$ cat src/rtl/calc_op_sequencer_pkg.sv
// Shared definitions for the calculator operation sequencer: state encoding,
// strobe-vector bit positions and default datapath geometry.
package calc_op_sequencer_pkg;

    localparam int unsigned DefWidth = 5;
    localparam int unsigned DefDepth = 16;

    typedef enum logic [3:0] {
        StIdle,
        StAddrA,
        StRdA,
        StLdA,
        StAddrB,
        StRdB,
        StLdB,
        StExec,
        StAddrC,
        StWrC,
        StDone
    } state_e;

    localparam int unsigned StbMemAddrCen = 0;
    localparam int unsigned StbOpACen     = 1;
    localparam int unsigned StbOpBCen     = 2;
    localparam int unsigned StbResultCen  = 3;
    localparam int unsigned StbMemRead    = 4;
    localparam int unsigned StbMemWrite   = 5;
    localparam int unsigned StbWriteSel   = 6;
    localparam int unsigned NumStb        = 7;

    function automatic logic addr_legal(input logic [31:0] addr, input int unsigned depth);
        return addr < depth;
    endfunction

endpackage

$ cat src/rtl/calc_op_sequencer_if.sv
// Command and datapath-strobe bundle of the operation sequencer.
interface calc_op_sequencer_if import calc_op_sequencer_pkg::*; #(
    parameter int unsigned Width = DefWidth
) ();

    logic             start;
    logic             abort;
    logic [Width-1:0] addr_a;
    logic [Width-1:0] addr_b;
    logic [Width-1:0] addr_c;
    logic             ready;
    logic             busy;
    logic             done;
    logic             err;
    logic [Width-1:0] keypad_value;
    logic             mem_addr_cen;
    logic             op_a_cen;
    logic             op_b_cen;
    logic             result_cen;
    logic             mem_read;
    logic             mem_write;
    logic             write_sel;
    logic             displ_sel;

    modport master (
        output start, abort, addr_a, addr_b, addr_c,
        input  ready, busy, done, err, keypad_value, mem_addr_cen, op_a_cen, op_b_cen,
        input  result_cen, mem_read, mem_write, write_sel, displ_sel
    );

    modport slave (
        input  start, abort, addr_a, addr_b, addr_c,
        output ready, busy, done, err, keypad_value, mem_addr_cen, op_a_cen, op_b_cen,
        output result_cen, mem_read, mem_write, write_sel, displ_sel
    );

endinterface

$ cat src/rtl/calc_rd_wait.sv
// Loadable down-counter timing the memory read latency; expired_o marks the last wait cycle.
module calc_rd_wait #(
    parameter int unsigned Latency = 1
) (
    input  logic clk_i,
    input  logic rst_ni,
    input  logic load_i,
    input  logic en_i,
    output logic expired_o
);

    logic [3:0] cnt_q;

    always_ff @(posedge clk_i or negedge rst_ni) begin
        if (!rst_ni) begin
            cnt_q <= 4'd0;
        end else if (load_i) begin
            cnt_q <= 4'(Latency);
        end else if (en_i && (cnt_q != 4'd0)) begin
            cnt_q <= cnt_q - 4'd1;
        end
    end

    assign expired_o = (cnt_q == 4'd1);

endmodule

$ cat src/rtl/calc_op_sequencer.sv
// Runs mem[addr_c] = mem[addr_a] op mem[addr_b] by driving the datapath strobes.
// Optional CALC_SEQ_OPCNT_EN adds a saturating completed-operation counter.
module calc_op_sequencer import calc_op_sequencer_pkg::*; #(
    parameter int unsigned Width    = DefWidth,
    parameter int unsigned Depth    = DefDepth,
    parameter int unsigned MemRdLat = 1
) (
    input  logic                  clk,
    input  logic                  rst_n,
    calc_op_sequencer_if.slave    seq_if
`ifdef CALC_SEQ_OPCNT_EN
    ,
    output logic [15:0]           op_count_o
`endif
);

    state_e            state_q;
    logic [NumStb-1:0] stb_q;
    logic [Width-1:0]  addr_b_q, addr_c_q, keypad_q;
    logic              ready_q, done_q, err_q, displ_sel_q;
    logic              rd_load, rd_en, rd_expired, req_ok;
`ifdef CALC_SEQ_OPCNT_EN
    logic [15:0]       op_count_q;
`endif

    assign rd_load = (state_q == StAddrA) || (state_q == StAddrB);
    assign rd_en   = (state_q == StRdA) || (state_q == StRdB);
    assign req_ok  = addr_legal(32'(seq_if.addr_a), Depth) &&
                     addr_legal(32'(seq_if.addr_b), Depth) &&
                     addr_legal(32'(seq_if.addr_c), Depth);

    calc_rd_wait #(
        .Latency (MemRdLat)
    ) u_rd_wait (
        .clk_i     (clk),
        .rst_ni    (rst_n),
        .load_i    (rd_load),
        .en_i      (rd_en),
        .expired_o (rd_expired)
    );

    // Outputs are set for the state being entered, so every output is a flop.
    always_ff @(posedge clk or negedge rst_n) begin
        if (!rst_n) begin
            state_q     <= StIdle;
            stb_q       <= '0;
            ready_q     <= 1'b1;
            done_q      <= 1'b0;
            err_q       <= 1'b0;
            displ_sel_q <= 1'b0;
            keypad_q    <= '0;
            addr_b_q    <= '0;
            addr_c_q    <= '0;
`ifdef CALC_SEQ_OPCNT_EN
            op_count_q  <= 16'd0;
`endif
        end else begin
            stb_q  <= '0;
            done_q <= 1'b0;
            err_q  <= 1'b0;
            if (seq_if.abort && (state_q != StIdle)) begin
                state_q <= StIdle;
                ready_q <= 1'b1;
            end else begin
                unique case (state_q)
                    StIdle: begin
                        if (seq_if.start && !seq_if.abort) begin
                            addr_b_q <= seq_if.addr_b;
                            addr_c_q <= seq_if.addr_c;
                            if (req_ok) begin
                                state_q               <= StAddrA;
                                ready_q               <= 1'b0;
                                displ_sel_q           <= 1'b0;
                                keypad_q              <= seq_if.addr_a;
                                stb_q[StbMemAddrCen]  <= 1'b1;
                            end else begin
                                err_q <= 1'b1;
                            end
                        end
                    end
                    StAddrA: begin
                        state_q            <= StRdA;
                        stb_q[StbMemRead]  <= 1'b1;
                    end
                    StRdA: begin
                        stb_q[StbMemRead] <= 1'b1;
                        if (rd_expired) begin
                            state_q          <= StLdA;
                            stb_q[StbOpACen] <= 1'b1;
                        end
                    end
                    StLdA: begin
                        state_q              <= StAddrB;
                        keypad_q             <= addr_b_q;
                        stb_q[StbMemAddrCen] <= 1'b1;
                    end
                    StAddrB: begin
                        state_q           <= StRdB;
                        stb_q[StbMemRead] <= 1'b1;
                    end
                    StRdB: begin
                        stb_q[StbMemRead] <= 1'b1;
                        if (rd_expired) begin
                            state_q          <= StLdB;
                            stb_q[StbOpBCen] <= 1'b1;
                        end
                    end
                    StLdB: begin
                        state_q             <= StExec;
                        stb_q[StbResultCen] <= 1'b1;
                    end
                    StExec: begin
                        state_q              <= StAddrC;
                        keypad_q             <= addr_c_q;
                        stb_q[StbMemAddrCen] <= 1'b1;
                    end
                    StAddrC: begin
                        state_q            <= StWrC;
                        stb_q[StbMemWrite] <= 1'b1;
                        stb_q[StbWriteSel] <= 1'b1;
                    end
                    StWrC: begin
                        state_q     <= StDone;
                        done_q      <= 1'b1;
                        displ_sel_q <= 1'b1;
`ifdef CALC_SEQ_OPCNT_EN
                        if (op_count_q != 16'hFFFF) op_count_q <= op_count_q + 16'd1;
`endif
                    end
                    StDone: begin
                        state_q <= StIdle;
                        ready_q <= 1'b1;
                    end
                    default: begin
                        state_q <= StIdle;
                        ready_q <= 1'b1;
                    end
                endcase
            end
        end
    end

    assign seq_if.ready        = ready_q;
    assign seq_if.busy         = ~ready_q;
    assign seq_if.done         = done_q;
    assign seq_if.err          = err_q;
    assign seq_if.keypad_value = keypad_q;
    assign seq_if.mem_addr_cen = stb_q[StbMemAddrCen];
    assign seq_if.op_a_cen     = stb_q[StbOpACen];
    assign seq_if.op_b_cen     = stb_q[StbOpBCen];
    assign seq_if.result_cen   = stb_q[StbResultCen];
    assign seq_if.mem_read     = stb_q[StbMemRead];
    assign seq_if.mem_write    = stb_q[StbMemWrite];
    assign seq_if.write_sel    = stb_q[StbWriteSel];
    assign seq_if.displ_sel    = displ_sel_q;
`ifdef CALC_SEQ_OPCNT_EN
    assign op_count_o          = op_count_q;
`endif

endmodule
$ cat src/flat_wrapper.sv
// flat-port wrapper written by rule: the top's interface ports become plain ports
module calc_op_sequencer_flat import calc_op_sequencer_pkg::*;
#(
    parameter int unsigned Width    = DefWidth,
    parameter int unsigned Depth    = DefDepth,
    parameter int unsigned MemRdLat = 1
)
  (clk, rst_n, seq_if_start, seq_if_abort, seq_if_addr_a, seq_if_addr_b, seq_if_addr_c, seq_if_ready, seq_if_busy, seq_if_done, seq_if_err, seq_if_keypad_value, seq_if_mem_addr_cen, seq_if_op_a_cen, seq_if_op_b_cen, seq_if_result_cen, seq_if_mem_read, seq_if_mem_write, seq_if_write_sel, seq_if_displ_sel);
  calc_op_sequencer_if #(.Width(Width)) seq_if_i ();
  input  logic clk;
  input  logic rst_n;
  input wire logic [$bits(seq_if_i.start)-1:0] seq_if_start;
  input wire logic [$bits(seq_if_i.abort)-1:0] seq_if_abort;
  input wire logic [$bits(seq_if_i.addr_a)-1:0] seq_if_addr_a;
  input wire logic [$bits(seq_if_i.addr_b)-1:0] seq_if_addr_b;
  input wire logic [$bits(seq_if_i.addr_c)-1:0] seq_if_addr_c;
  output wire logic [$bits(seq_if_i.ready)-1:0] seq_if_ready;
  output wire logic [$bits(seq_if_i.busy)-1:0] seq_if_busy;
  output wire logic [$bits(seq_if_i.done)-1:0] seq_if_done;
  output wire logic [$bits(seq_if_i.err)-1:0] seq_if_err;
  output wire logic [$bits(seq_if_i.keypad_value)-1:0] seq_if_keypad_value;
  output wire logic [$bits(seq_if_i.mem_addr_cen)-1:0] seq_if_mem_addr_cen;
  output wire logic [$bits(seq_if_i.op_a_cen)-1:0] seq_if_op_a_cen;
  output wire logic [$bits(seq_if_i.op_b_cen)-1:0] seq_if_op_b_cen;
  output wire logic [$bits(seq_if_i.result_cen)-1:0] seq_if_result_cen;
  output wire logic [$bits(seq_if_i.mem_read)-1:0] seq_if_mem_read;
  output wire logic [$bits(seq_if_i.mem_write)-1:0] seq_if_mem_write;
  output wire logic [$bits(seq_if_i.write_sel)-1:0] seq_if_write_sel;
  output wire logic [$bits(seq_if_i.displ_sel)-1:0] seq_if_displ_sel;
  assign seq_if_i.start = seq_if_start;
  assign seq_if_i.abort = seq_if_abort;
  assign seq_if_i.addr_a = seq_if_addr_a;
  assign seq_if_i.addr_b = seq_if_addr_b;
  assign seq_if_i.addr_c = seq_if_addr_c;
  assign seq_if_ready = seq_if_i.ready;
  assign seq_if_busy = seq_if_i.busy;
  assign seq_if_done = seq_if_i.done;
  assign seq_if_err = seq_if_i.err;
  assign seq_if_keypad_value = seq_if_i.keypad_value;
  assign seq_if_mem_addr_cen = seq_if_i.mem_addr_cen;
  assign seq_if_op_a_cen = seq_if_i.op_a_cen;
  assign seq_if_op_b_cen = seq_if_i.op_b_cen;
  assign seq_if_result_cen = seq_if_i.result_cen;
  assign seq_if_mem_read = seq_if_i.mem_read;
  assign seq_if_mem_write = seq_if_i.mem_write;
  assign seq_if_write_sel = seq_if_i.write_sel;
  assign seq_if_displ_sel = seq_if_i.displ_sel;
  calc_op_sequencer #(.Width(Width), .Depth(Depth), .MemRdLat(MemRdLat)) u_core (.clk(clk), .rst_n(rst_n), .seq_if(seq_if_i));
endmodule
$ cat config.mk
export PLATFORM = sky130hd
export DESIGN_NAME = calc_op_sequencer_flat
export DESIGN_NICKNAME = d
export VERILOG_FILES = /design/src/rtl/calc_op_sequencer_pkg.sv /design/src/rtl/calc_op_sequencer_if.sv /design/src/rtl/calc_rd_wait.sv /design/src/rtl/calc_op_sequencer.sv /design/src/flat_wrapper.sv
export SDC_FILE = /design/constraint.sdc
export NUM_CORES = 1
export LEC_CHECK = 0
export CELL_PAD_IN_SITES_DETAIL_PLACEMENT = 1
export CELL_PAD_IN_SITES_GLOBAL_PLACEMENT = 1
export CORE_MARGIN = 1.5
export CORE_UTILIZATION = 40
export CTS_BUF_LIST = sky130_fd_sc_hd__clkbuf_4
export CTS_CLUSTER_DIAMETER = 120
export DETAILED_ROUTE_END_ITERATION = 8
export PLACE_DENSITY_LB_ADDON = 0.1
export SYNTH_ARGS = -nofsm -noshare
export SYNTH_HDL_FRONTEND = slang
export SYNTH_SLANG_ARGS = --single-unit
export TNS_END_PERCENT = 20
$ cat constraint.sdc
create_clock -name clk -period 4.2 [get_ports clk]
set_clock_uncertainty 0.2 [all_clocks]
set_input_delay 1.05 -clock clk [delete_from_list [all_inputs] [get_ports clk]]
set_output_delay 1.05 -clock clk [all_outputs]
set_load 0.05 [all_outputs]
---- After elaboration in Yosys (flattened, before gate mapping) ----
Index checks and enable logic that the tools add are counted.
storage, ports and cells
  flip-flop bits (word level) ............. 34
  output and inout bits ................... 17
  logic and storage cells ................. 87
cells by class
  $add $sub $neg .......................... 1
  magnitude comparators ................... 3
  eq/ne operators ......................... 17
  mux-type cells .......................... 32
  bitwise operators ....................... 2
  reduce and logical (&&, ||, !) cells .... 22
operator list
  kind                 number
  $pmux 4 s10          1
  $mux 4               7
  $eq 4x3->1 const B   4
  $mux 1               16
  $lt 5x5->1 const B   3
  $pmux 5 s3           1
  $reduce_and 4->1     3
  $mux 5               2
  $reduce_or 9->1      1
  $eq 4x1->1 const B   2
  $eq 4x2->1 const B   2
  $eq 4x4->1 const B   2
  $reduce_bool 4->1    2
  $mux 7               1
  $ne 2x1->1 const B   3
  $ne 3x1->1 const B   2
  $ne 3x2->1 const B   2
  $pmux 1 s2           3
  $reduce_and 3->1     2
  $logic_and 1x1->1    5
  $logic_not 4->1      1
  $reduce_bool 2->1    2
  $reduce_or 4->1      1
  $sub 4x1->4 const B  1
  other kinds (6)      8

---- Longest topological paths before layout ----
Gate-level depths: netlist (run 1).
  depth after elaboration ................. 7
  gate-level depth with buffers ........... 6

---- Modules after synthesis ----
A second synthesis (run 1) with hierarchy kept.
unflattened totals
  cell total of the unflattened synthesis .. 138
  area, all modules ....................... 1651.6 µm²
by module, submodules not included
  module             instances  cells an instance  area each (µm²)  seq. area each (µm²)
  calc_op_sequencer  1          112                1393.8           726.9
  calc_rd_wait       1          26                 257.7            100.1

---- Worst setup path after synthesis (run 1) ----
Ideal clock, no wire load.
  path kind ............................... input to register
  start ................................... input port seq_if_abort
  end ..................................... register u_core.keypad_q[0], in the netlist u_core.seq_if.keypad_value[0]
  library setup time ...................... 0.125 ns
  data arrival time ....................... 1.984 ns
  data required time ...................... 3.875 ns
  setup slack ............................. 1.891 ns
  stages on the path ...................... 5
  path buffers ............................ 1
  cell sequence ........................... clkbuf_2 nor3_1 nand4_1 o21a_1 mux2_2
between the ends
  longest elaborated chain between the ends .. 4
RTL lines
  what                                 line                      RTL
  from (decl)                          flat_wrapper.sv:13        input wire logic [$bits(seq_if_i.abort)-1:0] seq_if_abort;
  $logic_not 1->1                      calc_op_sequencer.sv:67   if (seq_if.start && !seq_if.abort) begin
  $logic_and 1x1->1                    calc_op_sequencer.sv:67
  $ne 2x1->1 (no source line)          n/a
  $reduce_and 4->1 (no source line) *  n/a
  to (signal assigned)                 calc_op_sequencer.sv:74   keypad_q <= seq_if.addr_a;
  to (signal assigned)                 calc_op_sequencer.sv:94   keypad_q <= addr_b_q;
  to (signal assigned)                 calc_op_sequencer.sv:114  keypad_q <= addr_c_q;
  to (decl)                            calc_op_sequencer.sv:19   logic [Width-1:0] addr_b_q, addr_c_q, keypad_q;
Every way passes the cells marked *; elsewhere a longest branch is shown, timed or not.
A chain may end at the register's enable or synchronous reset.

---- Worst setup path after layout (run 1) ----
  start ................................... register u_core.ready_q, in the netlist u_core.seq_if.ready
  end ..................................... output port seq_if_ready
RTL lines
  what                    line                     RTL
  from (decl)             calc_op_sequencer.sv:20  logic ready_q, done_q, err_q, displ_sel_q;
  from (signal assigned)  calc_op_sequencer.sv:47  ready_q <= 1'b1;
  from (signal assigned)  calc_op_sequencer.sv:63  ready_q <= 1'b1;
  from (signal assigned)  calc_op_sequencer.sv:72  ready_q <= 1'b0;
  to (decl)               flat_wrapper.sv:17       output wire logic [$bits(seq_if_i.ready)-1:0] seq_if_ready;
No word-level cell between the ends.

==> metrics, run 1 <==
status finished, final reports clean; slowest cell on the critical path clkdlybuf4s50_1; num rows 22; Top Ports 36; EDFF count, synth 0; Setup CP Type register to output port; fillers 410; wire length of the first global-routing pass ~6000 um; Seq cells post-synth 33; Period minus WS final 2930 ps; grt total ovfl 0; layout cell share with drive strength beyond 1 0.137; initial detailed-routing violation count 28; VDD IR-drop max 0.365 mV; Final Cycle Share 0.698; DRT Pass-1 Iters 4; IO buf count 35; Total Negative Setup Slacks 0 ps; Crit path arrival time between 1500 and 2000 ps; top cell family by delay on the critical path buffers and inverters; Achievable Freq approximately 340 MHz; mapped cell area between 0.0015 and 0.002 mm2; total core area ~0.0037 mm2; die area 0.00429 mm2; dpl ws 1110 ps; clock root buffer clkbuf_4; RSZ-0062 raised after global routing no; Initial Util 0.420; Yosys Warn Count 0; worst min-delay path category register to register; largest net degree at the start of global routing 20; fin nets approximately 200; Fin. Hold Viols 0; Final setup viols 0; WL/cell 15.6 um; cts bufs inserted 5; Critical Path Start Type register; Cell Pwr Density 707 mW/mm2; Worst slew margin 0.464; post-route cell area 0.00198 mm2; DRT Wirelength 3480 um; clock buffer depth 2; CTS tree built; maxcap violations 0; Worst-path clk slew 100 ps; critical path's largest stage delay 800 ps; antenna diode count 0; Cells after Synth 140; Top FF cell, synth dfrtp_1; CP Data Required Time ~3000 ps; sequential-to-total area share from yosys stat 0.530; syn_area_per_cell 11.2 um2; antenna-violating nets left 0; vias in the first global route 1259; routability cong. 0.790; placed cell area between 0.0015 and 0.002 mm2; DRC violations left 0; CTS Sinks 33; Die Y 65.5 um; initial antenna violation count 0; htree depth 2; Clock Latency Late Sink 330 ps; Setup Fix Bufs, Post-CTS 0; synth unique cells 39; Synth Net Count approximately 160; area growth from synthesis to layout 26.9%; Util after Layout 0.533; WP buf/inv 1; Vias 1176; Final HPWL DP 2530 um; hold_ws between 300 and 400 ps; post_cts resized 0; Total GRT Usage 0.187; routed vias/inst 5.27; fraction of registers with async set/reset 1.00; leak pwr 0.847 nW; PnR worst setup slack ~1300 ps; Setup crit end kind output port; crit path cell chain clkdlybuf4s50_1; crit path max fanout 3; Least-Margin Pin Slew 804 ps; die width 65.5 um; final slew viol count 0; # hold bufs at CTS 0
## worst reg2reg max path, delay by kind of cell (launching register included)
kind,cells,cell delay (ps)
simple gates,2,840
compound gates,1,310
mux,1,310
flops,1,690
## metal layers
layer / global-route usage / wire [um]
met4: 0.0885 / 73
met1: 0.233 / 1610
met3: 0.0428 / 121
met5: 0 / 0
met2: 0.306 / 1680
## flip-flops by register name (all words and copies together) (netlist names)
register	count
u_core.stb_q	6
u_core.addr_b_q	5
u_core.addr_c_q	5
u_core.u_rd_wait.cnt_q	4
u_core.state_q	4
u_core.seq_if.err	1
u_core.seq_if.keypad_value	5
u_core.seq_if.displ_sel	1
u_core.seq_if.done	1
u_core.seq_if.ready	1
## worst paths after layout
kind | start | end | slack (ps) | cells after the start
max | u_core.seq_if.ready | seq_if_ready | 1270 | 1
min | u_core.seq_if.displ_sel | u_core.seq_if.displ_sel | 310 | 1
max reg2reg | u_core.state_q[2] | u_core.seq_if.keypad_value[4] | 1750 | 4
min reg2reg | u_core.seq_if.displ_sel | u_core.seq_if.displ_sel | 310 | 1
max in group asynchronous | rst_n | u_core.seq_if.keypad_value[4] | 2210 | 2
min in group asynchronous | rst_n | u_core.u_rd_wait.cnt_q[3] | 900 | 1
## final cells by class
cell class	count	area, um2	share of cell area
clock inverter	3	12.5	0.00631
sequential	33	827	0.417
multi-input combinational	90	657	0.331
inverter	8	30.0	0.0152
clock buffer	5	37.5	0.0189
tap	48	60.1	0.0303
timing repair buffer	36	358	0.181
## power breakdown
| part | switching, mW | total (mW) | leakage, nW | internal [mW] |
|---|---|---|---|---|
| Sequential | 0.127 | 0.566 | 0.411 | 0.440 |
| Clock | 0.108 | 0.168 | 0.0300 | 0.0605 |
| Combinational | 0.374 | 0.668 | 0.406 | 0.294 |
| Total | 0.608 | 1.40 | 0.847 | 0.794 |
## metrics by stage
stage	power, mW	cells
floorplan	1.04	140
global placement	1.22	215
global route	1.50	223
finish	1.40	223
detailed placement	1.25	215
CTS	1.42	223
## cell families (layout without fill, tap and decap cells)
family,after synthesis,count (layout),synth area share
compound gates,22,22,0.0946
xor+xnor,4,4,0.0224
fa+ha+maj,2,2,0.0160
buf+inv,17,52,0.0497
flops,33,33,0.530
mux,20,20,0.140
simple gates,42,42,0.147
## cells in the mapped netlist (all sizes together) (3+ instances only)
library cell  number  area, um2
nand3b             4       30.0
or3                3       18.8
nand3              3       15.0
nor2               9       33.8
a21oi              3       15.0
buf                4       27.5
clkbuf             5       20.0
mux2              15        169
o21a               3       22.5
mux2i              5       50.1
dfrtp             32        801
inv                8       30.0
nand2b             3       18.8
nand2              7       26.3
nor3               5       25.0
xnor2              3       26.3
o21ai              6       30.0
## cells in the final DEF (no fill, tap or decap), types with 3 or more instances in the layout
cell             instances
clkdlybuf4s50_1         35
dfrtp_1                 32
mux2_2                  15
nor2_1                   9
inv_1                    8
nand2_1                  7
o21ai_0                  6
nor3_1                   5
mux2i_1                  5
clkbuf_4                 5
nand3b_1                 4
nand2b_1                 3
nand3_1                  3
o21a_1                   3
a21oi_1                  3
or3_1                    3
xnor2_1                  3
Power figures use the tool's default switching activity.
==> run 2: changes to the inputs <==
Clock period 4.2 ns to 2.73 ns, I/O delays scaled along.
==> run 2 against run 1 <==
Net effect: via count up 1.1%; total power rose by 59%; highest routed layer unchanged; die area did not move; clock power rose by 70%; final cell count rose by 2.2%; largest power group unchanged; sequential power rose by 47%.
==> metrics, run 2 (synthesized netlist as in run 1, its figures left out) <==
status finished, final reports clean (unchanged); wire length of the first global-routing pass 5960 um (was 5950 um); Util after Layout 0.546 (was 0.533); hold_ws 308 ps (about the same); Critical Path Start Type register (unchanged); Achievable Freq 392 MHz; Top Ports 36 (unchanged); largest net degree at the start of global routing 34 (was 20); Total Negative Setup Slacks 0 ps (unchanged); Worst-path clk slew 90 ps (was 100 ps); most frequent cells in the layout clkdlybuf4s50_1 (35), dfrtp_1 (32), mux2_2 (15), nor2_1 (9) (was clkdlybuf4s50_1 (35), dfrtp_1 (32), mux2_2 (15), nor2_1 (9), inv_1 (8)); slowest cell on the critical path clkdlybuf4s50_1 (unchanged); Least-Margin Pin Slew 518 ps (was 804 ps); Clock Latency Late Sink 330 ps (about the same); top cell family by delay on the critical path buffers and inverters (unchanged); clock root buffer clkbuf_4 (unchanged); initial antenna violation count 0 (unchanged); Setup crit end kind output port (unchanged); worst min-delay path category register to register (unchanged); Fin. Hold Viols 0 (unchanged); initial detailed-routing violation count 29 (was 28); IO buf count 35 (unchanged); Final Cycle Share 0.935; crit path max fanout 3 (unchanged); total core area 0.00372 mm2 (unchanged); commonest non-fill, non-tap cell in the layout clkdlybuf4s50_1 (unchanged); CTS tree built (unchanged); CP Data Required Time 1850 ps (was 2950 ps); CTS Sinks 33 (unchanged); WL/cell 15.1 um (was 15.6 um); # hold bufs at CTS 0 (unchanged); Worst slew margin 0.646 (was 0.464); routed vias/inst 5.21 (was 5.27); M3 GR Usage 0.0479 (was 0.0428); Die Y 65.5 um (unchanged); final slew viol count 0 (unchanged); crit path cell chain clkdlybuf4s50_1 (unchanged); critical path's largest stage delay 800 ps (about the same); Setup Fix Bufs, Post-CTS 0 (unchanged); dpl ws 186 ps (was 1110 ps); leak pwr 0.878 nW (was 0.847 nW); Cell Pwr Density 1100 mW/mm2 (was 707 mW/mm2); maxcap violations 0 (unchanged); Period minus WS final 2550 ps; htree depth 2 (unchanged); Vias 1189 (was 1176); vias in the first global route 1331 (was 1259); Top reg by flops u_core.stb_q (unchanged); Initial Util 0.420 (unchanged); Total GRT Usage 0.185 (was 0.187); PnR worst setup slack 178 ps (was 1270 ps); Final setup viols 0 (unchanged); antenna diode count 0 (unchanged); Final HPWL DP 2610 um (was 2530 um); GRT met1 Usage 0.194 (was 0.233); WP buf/inv 1 (unchanged); placed cell area 0.00197 mm2 (was 0.00193 mm2); VDD IR-drop max 0.435 mV (was 0.365 mV); Largest register FFs 6 (unchanged); num rows 22 (unchanged); die width 65.5 um (unchanged); DRT Wirelength 3440 um (was 3480 um); fin nets 200 (was 195); grt total ovfl 0 (unchanged); layout cell share with drive strength beyond 1 0.172 (was 0.137); Crit path arrival time 1670 ps (was 1680 ps); post_cts resized 0 (unchanged); RSZ-0062 raised after global routing no (unchanged); area growth from synthesis to layout 30.0% (was 26.9%); fillers 420 (was 410); antenna-violating nets left 0 (unchanged); met2 Resource Use GR 0.342 (was 0.306); Setup CP Type register to output port (unchanged); post-route cell area 0.00203 mm2 (was 0.00198 mm2); GRT Max-Usage Layer met2 (unchanged); routability cong. 0.799 (was 0.790); DRT Pass-1 Iters 4 (unchanged); cts bufs inserted 5 (unchanged); die area 0.00429 mm2 (unchanged); DRC violations left 0 (unchanged); clock buffer depth 2 (unchanged)
run 2: cell type report:
type,instances,area (um2),area share
flip-flops and latches,33,827,0.408
multi-input cells,90,657,0.324
repair buffers,41,395,0.195
clock buffers,8,60.1,0.0296
well taps,48,60.1,0.0296
inverters,8,30.0,0.0148
run 2: stage by stage:
stage               power (mW)  std cells
floorplan                 1.61        140
global placement          1.92        220
detailed placement        1.96        220
CTS                       2.26        228
global route              2.38        228
finish                    2.23        228
run 2: final timing paths:
kind	startpoint	slack, ps	cells past startpoint	to
min reg2reg	u_core.addr_b_q[0]	310	1	u_core.addr_b_q[0]
max	u_core.seq_if.ready	180	1	seq_if_ready
min in group asynchronous	rst_n	540	2	u_core.u_rd_wait.cnt_q[2]
max reg2reg	u_core.state_q[1]	570	4	u_core.u_rd_wait.cnt_q[3]
max in group asynchronous	rst_n	1460	2	u_core.seq_if.ready
min	u_core.addr_b_q[0]	310	1	u_core.addr_b_q[0]
run 2: layer usage:
| metal | wire, um | up-vias | part of all wire |
|---|---|---|---|
| met5 | 0 | - | 0 |
| li1 | - | 569 | - |
| met2 | 1870 | 23 | 0.54 |
| met1 | 1390 | 592 | 0.40 |
| met3 | 114 | 5 | 0.033 |
| met4 | 62 | 0 | 0.018 |
run 2: where the power goes:
part           leakage (nW)  switching, mW  internal, mW
combinational         0.430          0.620         0.488
sequential            0.411          0.155         0.678
clock                0.0368          0.153         0.132
==> run 3: changes to the inputs <==
Settings changed: CTS_CLUSTER_DIAMETER 120 to 150.
==> results of run 3 <==
No change in the layout: final DEF, timing and power equal those of run 2.
